**src/rtl/stdp_update_sched.sv**
```systemverilog
// STDP update scheduler: on a postsynaptic spike rise it walks every synapse,
// lets the time-difference datapath settle, and writes back one saturated weight.
//
// state  | meaning
// IDLE   | waiting for a trigger, sel parked at 0
// SETTLE | holding sel while td_in / weight_rd_data settle
// WRITE  | one-cycle write strobe for the current synapse
// DONE   | one-cycle done pulse; may chain straight into a pending scan
module stdp_update_sched #(
   parameter int N_SYN      = 16,
   parameter int SEL_W      = 4,
   parameter int W_W        = 4,
   parameter int DT_W       = 3,
   parameter int SETTLE_CYC = 2
) (
   input  logic                   clock,
   input  logic                   reset,
   input  logic                   enable,
   input  logic                   post_spike,
   input  logic signed [DT_W-1:0] td_in,
   input  logic [W_W-1:0]         weight_rd_data,
   output logic [SEL_W-1:0]       sel,
   output logic                   weight_wr_en,
   output logic [SEL_W-1:0]       weight_wr_addr,
   output logic [W_W-1:0]         weight_wr_data,
   output logic                   busy,
   output logic                   done,
   output logic [7:0]             missed_cnt
);

   localparam logic [1:0] S_IDLE   = 2'd0;
   localparam logic [1:0] S_SETTLE = 2'd1;
   localparam logic [1:0] S_WRITE  = 2'd2;
   localparam logic [1:0] S_DONE   = 2'd3;

   localparam int SUM_W = W_W + 2;
   localparam int CNT_W = $clog2(SETTLE_CYC + 1);
   localparam logic [CNT_W-1:0] LAST_CNT = CNT_W'(SETTLE_CYC - 1);
   localparam logic [SEL_W-1:0] LAST_SEL = SEL_W'(N_SYN - 1);

   logic [1:0]       state;
   logic [CNT_W-1:0] settle_cnt;
   logic             pending;
   logic             post_prev;
   logic             trigger;
   logic [SUM_W-1:0] td_ext;
   logic [SUM_W-1:0] sum;
   logic [W_W-1:0]   new_w;
   logic [7:0]       missed_inc;

   assign trigger    = post_spike & ~post_prev & enable;
   assign missed_inc = (missed_cnt == 8'hFF) ? missed_cnt : missed_cnt + 8'd1;

   // Saturating add of the signed time difference onto the unsigned weight.
   always_comb begin
      td_ext = {{(SUM_W-DT_W){td_in[DT_W-1]}}, td_in};
      sum    = td_ext + {2'b00, weight_rd_data};
      if (sum[SUM_W-1])
         new_w = '0;
      else if (|sum[SUM_W-2:W_W])
         new_w = '1;
      else
         new_w = sum[W_W-1:0];
   end

   always_ff @(posedge clock) begin
      if (reset) begin
         state          <= S_IDLE;
         settle_cnt     <= '0;
         pending        <= 1'b0;
         post_prev      <= 1'b0;
         sel            <= '0;
         weight_wr_en   <= 1'b0;
         weight_wr_addr <= '0;
         weight_wr_data <= '0;
         busy           <= 1'b0;
         done           <= 1'b0;
         missed_cnt     <= '0;
      end else begin
         post_prev    <= post_spike;
         weight_wr_en <= 1'b0;
         done         <= 1'b0;

         case (state)
            S_IDLE: begin
               busy <= 1'b0;
               sel  <= '0;
               if (trigger) begin
                  state      <= S_SETTLE;
                  settle_cnt <= '0;
                  busy       <= 1'b1;
               end
            end

            S_SETTLE: begin
               if (trigger) begin
                  if (pending) missed_cnt <= missed_inc;
                  else         pending    <= 1'b1;
               end
               // The sample is taken at the settle end and the write registered
               // here, so the strobe lines up exactly with the WRITE cycle.
               if (settle_cnt == LAST_CNT) begin
                  state          <= S_WRITE;
                  weight_wr_en   <= (td_in != '0);
                  weight_wr_addr <= sel;
                  if (td_in != '0)
                     weight_wr_data <= new_w;
               end else begin
                  settle_cnt <= settle_cnt + 1'b1;
               end
            end

            S_WRITE: begin
               if (trigger) begin
                  if (pending) missed_cnt <= missed_inc;
                  else         pending    <= 1'b1;
               end
               settle_cnt <= '0;
               if (sel == LAST_SEL) begin
                  state <= S_DONE;
                  done  <= 1'b1;
               end else begin
                  sel   <= sel + 1'b1;
                  state <= S_SETTLE;
               end
            end

            S_DONE: begin
               if (trigger && pending)
                  missed_cnt <= missed_inc;
               pending    <= 1'b0;
               sel        <= '0;
               settle_cnt <= '0;
               // A fresh trigger in this cycle counts as pending and chains on.
               if ((pending || trigger) && enable) begin
                  state <= S_SETTLE;
                  busy  <= 1'b1;
               end else begin
                  state <= S_IDLE;
                  busy  <= 1'b0;
               end
            end

            default: begin
               state      <= S_IDLE;
               settle_cnt <= '0;
               pending    <= 1'b0;
               sel        <= '0;
               busy       <= 1'b0;
            end
         endcase
      end
   end

endmodule
```
**config.mk**
```make
export PLATFORM = sky130hd
export DESIGN_NAME = stdp_update_sched
export DESIGN_NICKNAME = d
export VERILOG_FILES = /design/src/rtl/stdp_update_sched.sv
export SDC_FILE = /design/constraint.sdc
export NUM_CORES = 1
export LEC_CHECK = 0
export ABC_CLOCK_PERIOD_IN_PS = 2700
export CAP_MARGIN = 10
export CORE_MARGIN = 2
export CORE_UTILIZATION = 45
export DETAILED_ROUTE_END_ITERATION = 12
export GPL_TIMING_DRIVEN = 0
export PLACE_DENSITY = 0.72
export RECOVER_POWER = 100
export SYNTH_ARGS = -nofsm -noshare
export SYNTH_HDL_FRONTEND = slang
export SYNTH_SLANG_ARGS = --single-unit
```
**constraint.sdc**
```tcl
create_clock -name clock -period 2.7 [get_ports clock]
set_clock_uncertainty 0.1 [all_clocks]
set_input_delay 0.27 -clock clock [delete_from_list [all_inputs] [get_ports clock]]
set_output_delay 0.27 -clock clock [all_outputs]
set_load 0.01 [all_outputs]
```
Word-level counts from Yosys, hierarchy flattened
Index checks and enable logic that the tools add are counted.
{"block": "classes", "add_sub_neg": 4, "n_eq_ne": 13, "muxes": 23, "bitwise": 6, "reduce_logical": 20}
{"operator": "8-bit two-way mux", "count": 4}
{"operator": "8-bit case mux with 2 select lines", "count": 1}
{"operator": "4-bit two-way mux", "count": 3}
{"operator": "2-bit two-way mux", "count": 5}
{"operator": "2-bit inequality test (second input constant)", "count": 5}
{"operator": "2-bit AND reduction", "count": 5}
{"operator": "8-bit by 1-bit adder with 8-bit output (second input constant)", "count": 1}
{"operator": "8-bit == test (second input constant)", "count": 1}
{"operator": "2-bit case mux with 4 select lines", "count": 1}
{"operator": "4-bit case mux with 2 select lines", "count": 1}
{"operator": "2-bit OR reduction", "count": 4}
{"operator": "3-bit by 5-bit adder with 6-bit output", "count": 1}
{"operator": "2-bit case mux with 3 select lines", "count": 1}
{"operator": "2-bit nonzero test", "count": 3}
{"operator": "1-bit two-way mux", "count": 5}
{"operator": "4-bit by 1-bit adder with 4-bit output (second input constant)", "count": 1}
{"operator": "2-bit by 1-bit == test with 1-bit output (second input constant)", "count": 2}
{"operator": "2-bit == test (second input constant)", "count": 2}
{"operator": "4-bit == test (second input constant)", "count": 1}
{"operator": "2-bit by 1-bit inequality test with 1-bit output (second input constant)", "count": 2}
{"operator": "1-bit NOT", "count": 4}
{"operator": "1-bit case mux with 2 select lines", "count": 2}
{"operator": "4-bit AND reduction", "count": 1}
{"operator": "3-bit AND reduction", "count": 1}
{"operator": "other kinds (7)", "count": 9}
{"block": "totals", "ff_bits": 29, "output_inout_bits": 23}

Logic depth before layout (Yosys ltp)
{"block": "depth", "depth_word": 7, "ltp_mapped": 8, "mapped_depth_nobuf": 8}

Worst setup path before layout
No wires, ideal clock.
{"block": "synth_timing", "kind": "reg2reg", "startpoint": "reg state[0]", "endpoint": "reg missed_cnt[6]", "setup_time_ns": 0.128, "t_arrival_ns": 1.633, "required_ns": 2.472, "path_slack_ns": 0.839, "path_stages_with_launch": 8, "path_buffers": 0, "cell_sequence": "dfxtp_1 inv_1 ha_1 or2_4 a21oi_4 nand4_1 mux2i_1 nor2_1"}
{"block": "synth_via", "elab_chain_len": 4}
{"element": "from (decl)", "line": "41", "text": "logic [1:0] state;"}
{"element": "from (signal assigned)", "line": "68", "text": "state <= S_IDLE;"}
{"element": "from (signal assigned)", "line": "89", "text": "state <= S_SETTLE;"}
{"element": "from (signal assigned)", "line": "103", "text": "state <= S_WRITE;"}
{"element": "2-bit == test or 2-bit by 1-bit == test with 1-bit output (tied branches)", "line": "84", "text": "case (state)"}
{"element": "2-bit OR reduction (no source line)"}
{"element": "2-bit by 1-bit inequality test with 1-bit output (no source line) or 2-bit nonzero test (tied branches)"}
{"element": "4-bit AND reduction (no source line)"}
{"element": "to (signal assigned)", "line": "97", "text": "if (pending) missed_cnt <= missed_inc;"}
{"element": "to (signal assigned)", "line": "115", "text": "if (pending) missed_cnt <= missed_inc;"}
{"element": "to (signal assigned)", "line": "130", "text": "missed_cnt <= missed_inc;"}
{"element": "to (decl)", "line": "28", "text": "output logic [7:0] missed_cnt"}
Several ways; a longest one is shown, not always the timed one.
A chain may end at the register's enable or synchronous reset.

Final worst setup path
{"block": "layout_timing", "startpoint": "in td_in[0]", "endpoint": "reg weight_wr_data[2]"}
{"block": "layout_via", "elab_chain_len": 3}
{"element": "from (decl)", "line": "20", "text": "input logic signed [DT_W-1:0] td_in,"}
{"element": "3-bit by 5-bit adder with 6-bit output", "line": "57", "text": "sum = td_ext + {2'b00, weight_rd_data};"}
{"element": "4-bit two-way mux", "line": "60", "text": "else if (|sum[SUM_W-2:W_W])"}
{"element": "4-bit two-way mux", "line": "58", "text": "if (sum[SUM_W-1])"}
{"element": "to (signal assigned)", "line": "107", "text": "weight_wr_data <= new_w;"}
{"element": "to (decl)", "line": "25", "text": "output logic [W_W-1:0] weight_wr_data,"}
Several ways; a longest one is shown, not always the timed one.

==> metrics.cfg <==
[status]
outcome = complete, no violations

[yosys]
synth_edf_count = 0
syn_area_sq_um = 1531
synth_warnings = 0
synthTopCellsByArea = dfxtp_1, ha_1, nor2_1, a21oi_1, nand2_1
synth.distinct_cells = 37
ys_seq_area_share_pct = 37.91
synthArstFlopShare_pct = 0
synth-seq-cells = 29
yosysMostFrequentCell = dfxtp_1
syn_avg_cell_area_sq_um = 8.508
netlist.area_leader.share_pct = 37.91
syn_inst = 180
synth_common_cells = dfxtp_1, nor2_1, nand2_1
synth_flop_cell = dfxtp_1
synth_nets = 205
yosys.area.top_type = dfxtp_1

[sta]
finalSetupTns_ns = 0
hold_viol = 0
min_period_over_period_pct = 85.06
setup_viol = 0
slew_viol_final = 0
worst_slew_pin_slew_ns = 0.5083
max_slew_margin_pct = 66.11
period_minus_slack_ns = 2.297
fin_ws_ns = 0.4034
rsz0062_at_grt = false
fmax_ghz = 0.4354

[routing]
ant_nets = 0
drc_errors = 0
vias = 1414
routed_wl_microns = 3485
avgRoutedWirePerCell_microns = 13.10
via_per_inst = 5.316
firstDrtPassIters = 4
first_iter_violations = 74

[critical_path]
crit_type = input port to flop
slowest_stage = dlygate4sd3_1
crit_path_max_incr_delay_ns = 0.57
cp_cell_sequence = dlygate4sd3_1 > ha_1 > inv_1 > fa_1 > nand2b_1 > a21oi_1 > xor2_1 > o211ai_1 > a21oi_1
reg2reg_depth = 7
crit_cells = 9
crit_fanout = 4
crit_required_ns = 2.85
end_kind = flop
crit_family = buffers and inverters
crit_arrival_ns = 2.45
start_kind = input port
crit_top_cell = a21oi_1
cp.buffers_inverters = 2

[final_layout]
regArea_sq_um = 580.6
syn_to_final_growth_pct = 29.09
fin_nets = 244
multi_input_area_sq_um = 903.4
drive_above_1_share_pct = 5.455
n_antenna_cell = 0
fill_cells = 318
stdcell_area_sq_um = 1977

[clock_network]
tritoncts = built
clock_path_buffers = 2
cts.clk_slew.worst_paths_ns = 0.10
h-tree-depth = 2
post_cts_resized = 0
cts_hold_buf = 0
clk_latency_ns = 0.33
post_cts_buffers = 0
cts-root-buf = clkbuf_4
clock_sinks = 29
cts_buffers = 5

[global_route]
grt_max_degree = 11
overflow = 0
grt_pass1_wl_microns = 6023
grt_usage_pct = 19.76
antenna_found_initial = 0
grt_pass1_vias = 1368

[placement]
gp_congestion = 0.7635
io_buffers = 32
hpwl_microns = 2654
pre_cts_ws_ns = 0.1339
placed_area_sq_um = 1909

[power]
ir_drop_uv = 358.2
p_per_area_nw_per_um2 = 590.2
power.leakage_uw = 0.0008308

[floorplan]
fp-row-count = 21
start_util_pct = 46.26
fp.dieArea_sq_um = 3886
fp.coreArea_sq_um = 3311
dieWidth_microns = 62.34
ios = 34
die_y_microns = 62.34

[worst_hold_path]
hold_depth = 2
worstHoldPathType = input port to flop

[run]
drv_cap = 0

[cell families after synthesis]
group / share of synthesized area (%)
compound gates: 15.03
fa+ha+maj: 11.93
xor+xnor: 5.719
mux: 1.389
flops: 37.91
buf+inv: 2.941
simple gates: 25.08
[cells in the final DEF (no fill, tap or decap), types with 7 or more instances in the layout]
| cell type | synthesis | final |
|---|---|---|
| a21oi_1 | 16 | 16 |
| clkdlybuf4s50_1 | 0 | 7 |
| dfxtp_1 | 29 | 29 |
| dlygate4sd3_1 | 0 | 25 |
| ha_1 | 13 | 13 |
| inv_1 | 9 | 9 |
| nand2_1 | 21 | 21 |
| nand3_1 | 9 | 9 |
| nor2_1 | 23 | 23 |
| xor2_1 | 7 | 7 |
[through the flow]
stage	total power, uW	hold WS, ns	util [%]	std cells
final	1167	0.2214	59.71	266
after floorplan	771.6	0.2982	-	180
after CTS	1189	0.2128	59.79	266
after global placement	861.9	0.3443	57.67	258
after global routing	1254	0.2450	59.71	266
after detailed placement	885.9	0.3482	57.67	258
[cell type report]
type,count,area share [%]
clock buffer,7,3.291
buffer,3,0.5696
tap,46,2.911
timing repair buffer,32,16.20
clock inverter,1,0.2532
inverter,9,1.709
sequential,29,29.37
multi-input combinational,139,45.70
[power breakdown]
part           internal (uW)  total [uW]  leakage [uW]  switching, uW
Clock                    151         299     0.0000413            149
Combinational            151         380      0.000555            230
Sequential               458         487      0.000235           28.6
[layer usage]
| layer | part of all wire [%] | global-route usage [%] | up-vias |
|---|---|---|---|
| met3 | 4.6 | 3.804 | 4 |
| met5 | 0 | 0 | - |
| met4 | 1.3 | 10.00 | 0 |
| li1 | - | - | 717 |
| met1 | 45 | 22.83 | 660 |
| met2 | 50 | 34.78 | 33 |
[path summary, 6_finish.rpt]
check	from	endpoint	slack, ns
max	td_in[0]	weight_wr_data[2]	0.40
min	reset	missed_cnt[0]	0.22
max reg2reg	state[0]	missed_cnt[6]	0.50
min reg2reg	weight_wr_data[2]	weight_wr_data[2]	0.36
[sequential cells by signal, summed over array words and instances (netlist names), 2 cells and up]
signal,flops
missed_cnt,8
sel,4
settle_cnt,2
state,2
weight_wr_addr,4
weight_wr_data,4
Power figures use the tool's default switching activity.
